File: src/rtl/fetch_sequencer.sv
// fetch_sequencer: owns the program counter, sequences fetches from the
// combinational instruction memory, hands each word to decode over a
// valid/ready handshake, applies branch redirects and halts at the end of
// the image or on a bad branch target.
module fetch_sequencer #(
  parameter int unsigned IMEM_BYTES  = 64,
  parameter logic [63:0] RESET_PC    = 64'd0,
  parameter int unsigned MEM_LATENCY = 1
) (
  input  logic        clk,
  input  logic        reset_n,
  input  logic        start,
  input  logic        branchTaken,
  input  logic [63:0] branchTarget,
  output logic [63:0] programCounter,
  input  logic [31:0] memInstruction,
  output logic        instrValid,
  input  logic        decodeReady,
  output logic [31:0] instrOut,
  output logic [63:0] instrPC,
  output logic        halted,
  output logic        fault,
  output logic [15:0] fetchCount
);

  // Highest address that still holds a whole instruction.
  localparam logic [63:0] LAST_PC = 64'(IMEM_BYTES) - 64'd4;

  // Wide enough to hold MEM_LATENCY-1 for any legal latency (>= 1).
  localparam int unsigned LAT_W = (MEM_LATENCY > 1) ? $clog2(MEM_LATENCY) : 1;
  localparam logic [LAT_W-1:0] LAT_RELOAD = LAT_W'(MEM_LATENCY - 1);

  typedef enum logic [2:0] {
    ST_IDLE,
    ST_FETCH,
    ST_WAIT,
    ST_VALID,
    ST_HALT
  } state_t;

  state_t      state_q, state_d;
  logic [63:0] pc_q, pc_d;
  logic [31:0] instr_q, instr_d;
  logic [63:0] instr_pc_q, instr_pc_d;
  logic        fault_q, fault_d;
  logic [15:0] count_q, count_d;
  logic [LAT_W-1:0] lat_q, lat_d;

  logic accept;
  logic redirect;
  logic target_bad;
  logic at_end;

  // Handshake, redirect qualification and end-of-image decision.
  always_comb begin
    accept     = (state_q == ST_VALID) && decodeReady;
    redirect   = branchTaken &&
                 ((state_q == ST_FETCH) || (state_q == ST_WAIT) || (state_q == ST_VALID));
    target_bad = (branchTarget[1:0] != 2'b00) || (branchTarget > LAST_PC);
    // PC is always a multiple of 4 no greater than LAST_PC, so "PC+4 beyond
    // the last slot" reduces to "PC is the last slot" without any addition.
    at_end     = (pc_q >= LAST_PC);
  end

  // Next-state and datapath updates; a redirect overrides the normal flow.
  always_comb begin
    state_d    = state_q;
    pc_d       = pc_q;
    instr_d    = instr_q;
    instr_pc_d = instr_pc_q;
    fault_d    = fault_q;
    count_d    = count_q;
    lat_d      = lat_q;

    case (state_q)
      ST_IDLE, ST_HALT: begin
        if (start) begin
          state_d = ST_FETCH;
          pc_d    = RESET_PC;
          count_d = 16'd0;
          fault_d = 1'b0;
        end
      end
      ST_FETCH: begin
        state_d = ST_WAIT;
        lat_d   = LAT_RELOAD;
      end
      ST_WAIT: begin
        if (lat_q == '0) begin
          state_d    = ST_VALID;
          instr_d    = memInstruction;
          instr_pc_d = pc_q;
        end else begin
          lat_d = lat_q - 1'b1;
        end
      end
      ST_VALID: begin
        if (accept) begin
          count_d = count_q + 16'd1;
          if (at_end) begin
            state_d = ST_HALT;
          end else begin
            state_d = ST_FETCH;
            pc_d    = pc_q + 64'd4;
          end
        end
      end
      default: begin
        state_d = ST_IDLE;
      end
    endcase

    // The in-flight word is dropped, so captured outputs keep their old value.
    if (redirect) begin
      instr_d    = instr_q;
      instr_pc_d = instr_pc_q;
      if (target_bad) begin
        state_d = ST_HALT;
        fault_d = 1'b1;
        pc_d    = pc_q;
      end else begin
        state_d = ST_FETCH;
        pc_d    = branchTarget;
      end
    end
  end

  // State and datapath registers with asynchronous active-low reset.
  always_ff @(posedge clk or negedge reset_n) begin
    if (!reset_n) begin
      state_q    <= ST_IDLE;
      pc_q       <= RESET_PC;
      instr_q    <= 32'd0;
      instr_pc_q <= 64'd0;
      fault_q    <= 1'b0;
      count_q    <= 16'd0;
      lat_q      <= '0;
    end else begin
      state_q    <= state_d;
      pc_q       <= pc_d;
      instr_q    <= instr_d;
      instr_pc_q <= instr_pc_d;
      fault_q    <= fault_d;
      count_q    <= count_d;
      lat_q      <= lat_d;
    end
  end

  // Outputs are direct views of the registered state.
  always_comb begin
    programCounter = pc_q;
    instrValid     = (state_q == ST_VALID);
    instrOut       = instr_q;
    instrPC        = instr_pc_q;
    halted         = (state_q == ST_HALT);
    fault          = fault_q;
    fetchCount     = count_q;
  end

endmodule
File: config.mk
export PLATFORM = sky130hd
export DESIGN_NAME = fetch_sequencer
export DESIGN_NICKNAME = d
export VERILOG_FILES = /design/src/rtl/fetch_sequencer.sv
export SDC_FILE = /design/constraint.sdc
export NUM_CORES = 1
export LEC_CHECK = 0
export CAP_MARGIN = 20
export CORE_MARGIN = 2
export CORE_UTILIZATION = 47
export DETAILED_ROUTE_END_ITERATION = 6
export PLACE_DENSITY_LB_ADDON = 0.1
export SYNTH_ARGS = -nofsm -noshare
export SYNTH_HDL_FRONTEND = slang
export SYNTH_SLANG_ARGS = --single-unit
File: constraint.sdc
create_clock -name clk -period 4.5 [get_ports clk]
set_input_delay 0.675 -clock clk [delete_from_list [all_inputs] [get_ports clk]]
set_output_delay 0.675 -clock clk [all_outputs]
set_load 0.05 [all_outputs]
* Yosys cells after proc, flatten, opt, wreduce, memory -nomap -nowiden *
Index checks and enable logic that the tools add are counted.

cells by class
  $add $sub $neg = 3
  $mul = 0
  div/mod/pow operators = 0
  order comparisons = 2
  eq/ne operators = 11
  shift-type cells = 0
  mux-type cells = 22
  bitwise logic cells = 2
  reductions and logical operators = 15

operators with widths
  cell                                                                              count
  64-bit two-way mux                                                                5
  64-bit one-hot mux with 2 select lines                                            1
  64-bit by 3-bit adder with 64-bit output, second input constant                   1
  64-bit by 6-bit >= comparator with 1-bit output, second input constant            1
  64-bit by 6-bit greater-than comparator with 1-bit output, second input constant  1
  16-bit two-way mux                                                                2
  16-bit one-hot mux with 2 select lines                                            1
  3-bit two-way mux                                                                 6
  16-bit by 1-bit adder with 16-bit output, second input constant                   1
  3-bit one-hot mux with 4 select lines                                             1
  3-bit inequality test, second input constant                                      3
  3-bit AND reduction                                                               3
  3-bit by 2-bit equality test with 1-bit output, second input constant             2
  2-bit nonzero test                                                                3
  1-bit two-way mux                                                                 5
  5-bit AND reduction                                                               1
  2-bit inequality test, second input constant                                      2
  3-bit by 1-bit equality test with 1-bit output, second input constant             1
  3-bit equality test, second input constant                                        1
  3-bit logical NOT                                                                 1
  1-bit logical OR                                                                  3
  3-bit by 1-bit inequality test with 1-bit output, second input constant           1
  3-bit nonzero test                                                                1
  1-bit logical AND                                                                 2
  other kinds (5)                                                                   6

storage, ports and cells
  bits in registers = 181
  bits in latches = 0
  memory bits (writable) = 0
  bits in read-only memories = 0
  input port bits = 101
  output and inout port bits = 179
  word-level logic and storage cells = 62
  memories = 0

* Logic depth before layout (Yosys ltp) *
  depth after elaboration = 6
  gate-level depth with buffers = 8
  depth with buffers taken out = 7

* Least setup slack after synthesis *
No wires, ideal clock.

  path type = input to register
  start = input branchTarget[16]
  end = register pc_q[54], in the netlist programCounter[54]
  setup time = 120 ps
  arrival time = 2116 ps
  required time = 4380 ps
  setup slack = 2264 ps
  cell stages on the path = 7
  path buffers = 2
  cell sequence = nor4_1 -> nand4_1 -> nor4_1 -> o211ai_1 -> clkbuf_2 -> buf_2 -> and2_1

on the way
  longest elaborated chain between the ends = 4

RTL lines
  element                                                    RTL line  RTL
  start, declared                                            14        input logic [63:0] branchTarget,
  64-bit by 6-bit greater-than comparator with 1-bit output  59        target_bad = (branchTarget[1:0] != 2'b00) || (branchTarget > LAST_PC);
  1-bit logical OR                                           59
  2-bit inequality test (no line)                            --
  5-bit AND reduction (no line)                              --
  end signal, assigned                                       140       pc_q <= pc_d;
  end, declared                                              42        logic [63:0] pc_q, pc_d;

No other way between the ends.
A chain may end at the register's enable or synchronous reset.

* Worst setup path after layout *
  start = register state_q[1]
  end = output instrValid

on the way
  longest elaborated chain between the ends = 1

RTL lines
  element                                         RTL line  RTL
  start, declared                                 41        state_t state_q, state_d;
  start signal, assigned                          139       state_q <= state_d;
  3-bit by 2-bit equality test with 1-bit output  152       instrValid = (state_q == ST_VALID);
  end, declared                                   17        output logic instrValid,

No other way between the ends.

==> reports/qor.txt <==
final slew viol count - 0
Hold Buf Count CTS - 0
antenna cells - 0
register bit total from synthesis - 180
GR peak layer - met2
clk slew on worst S/H paths - 0.07 ns
first-pass GRT wire length - 30.5 mm
share of layout cells above drive strength 1 - 16.5%
met3 usage - 6.90%
DRT antenna net count - 0
post-synth top area share - 61.9%
final setup violation count - 0
GRT Overall Usage - 23.9%
Remaining DRCs - 0
Worst R2R End - programCounter[58]
Root Driver - clkbuf_16
max-cap viol count - 0
switch share - 38.0%
vias in the first global route - 5713
slack of the worst reg-to-reg path - 1.89 ns
outcome - finished clean
Clock Sinks - 180
most common cell after layout, fill and taps aside - clkdlybuf4s50_1
unrepaired setup endpoints after global routing - false
register area share after synthesis - 61.9%
fin crit share - 65.3%
first drt pass iteration count - 4
most frequent cells in the layout - clkdlybuf4s50_1, dfrtp_1, mux2_2, and2_1, nor4_1
Setup Skew - 0.00937 ns
routed wire length - 19.4 mm
fraction of registers with async set or reset after synthesis - 100%
Worst Reg2Reg Path Length in Cells - 8
Hold WC Path Type - in -> async
Lkg Pwr - 4.84 nW
gp weighted congestion - 0.876
hold_ws - 0.330 ns
GRT Residual Overflow - 0
WS Path Type - reg -> out
Netlist cell types - 46
Cells after Synth - 556
via count - 5555
IO Pins - 280
startpoint types - flop
Data arrival, critical path - 2.26 ns
Reg power frac - 36.0%
Mapped Area - 7280 sq um
switching power - 2.16 mW
combinational fraction of design power - 36.9%
CP endpoint kind - output port
postcts setup bufs - 0
internal power - 3.51 mW
Rel. slew slack - 42.1%
worst path required time - 3.83 ns
Post-Syn Area per Cell - 13.1 sq um
Mapped Nets - 659
met1 usage - 30.3%
final hold violations - 0
GR Util met2 - 39.2%
fin crit period - 2.94 ns
Area Growth Syn to Fin - 49.4%
PostCTS Resize Cnt - 0
IO Port Bufs - 279
largest net degree at the start of global routing - 112
RR Startpoint - programCounter[2]
cell taking the most area after synthesis - dfrtp_1
Max Freq - 0.340 GHz
Synth Flop Type - dfrtp_1
CTS tree - done
Initial Util - 48.1%
Area contributors post-synth - dfrtp_1, mux2_2, and2_1
DRT iter0 DRCs - 184
clock share of power - 27.1%
Worst-Skew Late Latency - 0.42 ns
chip width - 128 microns
post-detail-place hpwl - 13.9 mm
initial antenna violation count - 0
TNS Setup - 0 ns
area of the core - 15100 sq um
CTS H-tree lvls - 4
row count - 45
CP max FO - 11
WL per Instance - 18.8 microns
Die Y - 128 microns
VDD IR-drop max - 284 uV
Least-Margin Pin Slew - 0.869 ns
via/cell ratio - 5.36
Die ar. - 16500 sq um
Synth warnings - 0
EDFF count, synth - 0
CTS Buffer Depth - 2
pwr dens - 521 nW/um^2
nets@finish - 938
TritonCTS Buffers - 17
## power by group through the flow
stage	sequential (mW)	clock [mW]	combinational, mW
2_1_floorplan	2.78	0	0.609
3_3_place_gp	2.05	0	2.05
3_5_place_dp	2.07	0	2.08
4_1_cts	2.04	1.57	2.09
5_1_grt	2.07	1.63	2.19
6_report	2.04	1.54	2.09
## cells in the mapped netlist, types with 5 or more instances
cell type  count
and2_1        54
clkbuf_1      14
nand2_1       23
o21ai_0       15
xor2_1         9
nand3_1        6
nor3_1         8
nor4_1        32
a21oi_1       13
or3_1          5
mux2_2        96
nor2_1        23
dfrtp_1      180
o211a_1        6
nand4_1       19
buf_2          8
## per-layer routing
metal  part of all wire (%)  routed length, microns
met4                    2.1                     405
met1                     42                    8130
met2                     50                    9630
met3                    6.6                    1270
met5                      0                       0
## registers in the layout, indices dropped and copies added (netlist names)
signal / count
instrPC: 64
programCounter: 64
instrOut: 32
fetchCount: 16
state_q: 3
fault: 1
## stage by stage
stage	std cells	total power, mW	area [sq um]	utilization [%]	setup WS (ns)
after floorplan	556	3.39	7280	-	2.26
after global placement	1003	4.10	10300	67.7	1.05
after detailed placement	1003	4.15	10300	67.7	0.901
after CTS	1035	5.69	10900	71.7	1.36
after global routing	1036	5.89	10900	71.8	1.47
final	1036	5.67	10900	71.8	1.56
## kinds of logic (layout without fill, tap and decap cells)
logic type | Yosys count | in the layout | share of synthesized area (%)
DFF | 180 | 180 | 61.9
AOI/OAI and AO/OA | 55 | 55 | 5.28
muxes | 96 | 96 | 14.8
xor gates and xnor gates | 11 | 11 | 1.32
buffers and inverters | 29 | 321 | 1.86
and+or+nand+nor | 183 | 183 | 14.5
adders and majority gates | 2 | 2 | 0.344
## cell type report
cell class | count | area (sq um)
clock buffer | 20 | 447
clock inverter | 12 | 164
fill | 1065 | 4270
inverter | 4 | 15.0
multi-input combinational | 347 | 2650
sequential | 180 | 4500
tap | 188 | 235
timing repair buffer | 285 | 2860
## critical path, stage by stage, from the launching register on
cell and delay [ns]:
dfrtp_1 0.56, nand2_1 0.16, nor2_1 0.25, clkdlybuf4s50_1 0.86
## worst max-delay path by stage
stage | end | startpoint | slack [ns]
floorplan | programCounter[54] | branchTarget[16] | 2.26
global placement | programCounter[58] | branchTaken | 1.05
detailed placement | programCounter[58] | branchTaken | 0.90
CTS | programCounter[58] | branchTaken | 1.36
global route | instrValid | state_q[1] | 1.47
finish | instrValid | state_q[1] | 1.56
No activity file was read; power rests on OpenSTA's default activity.
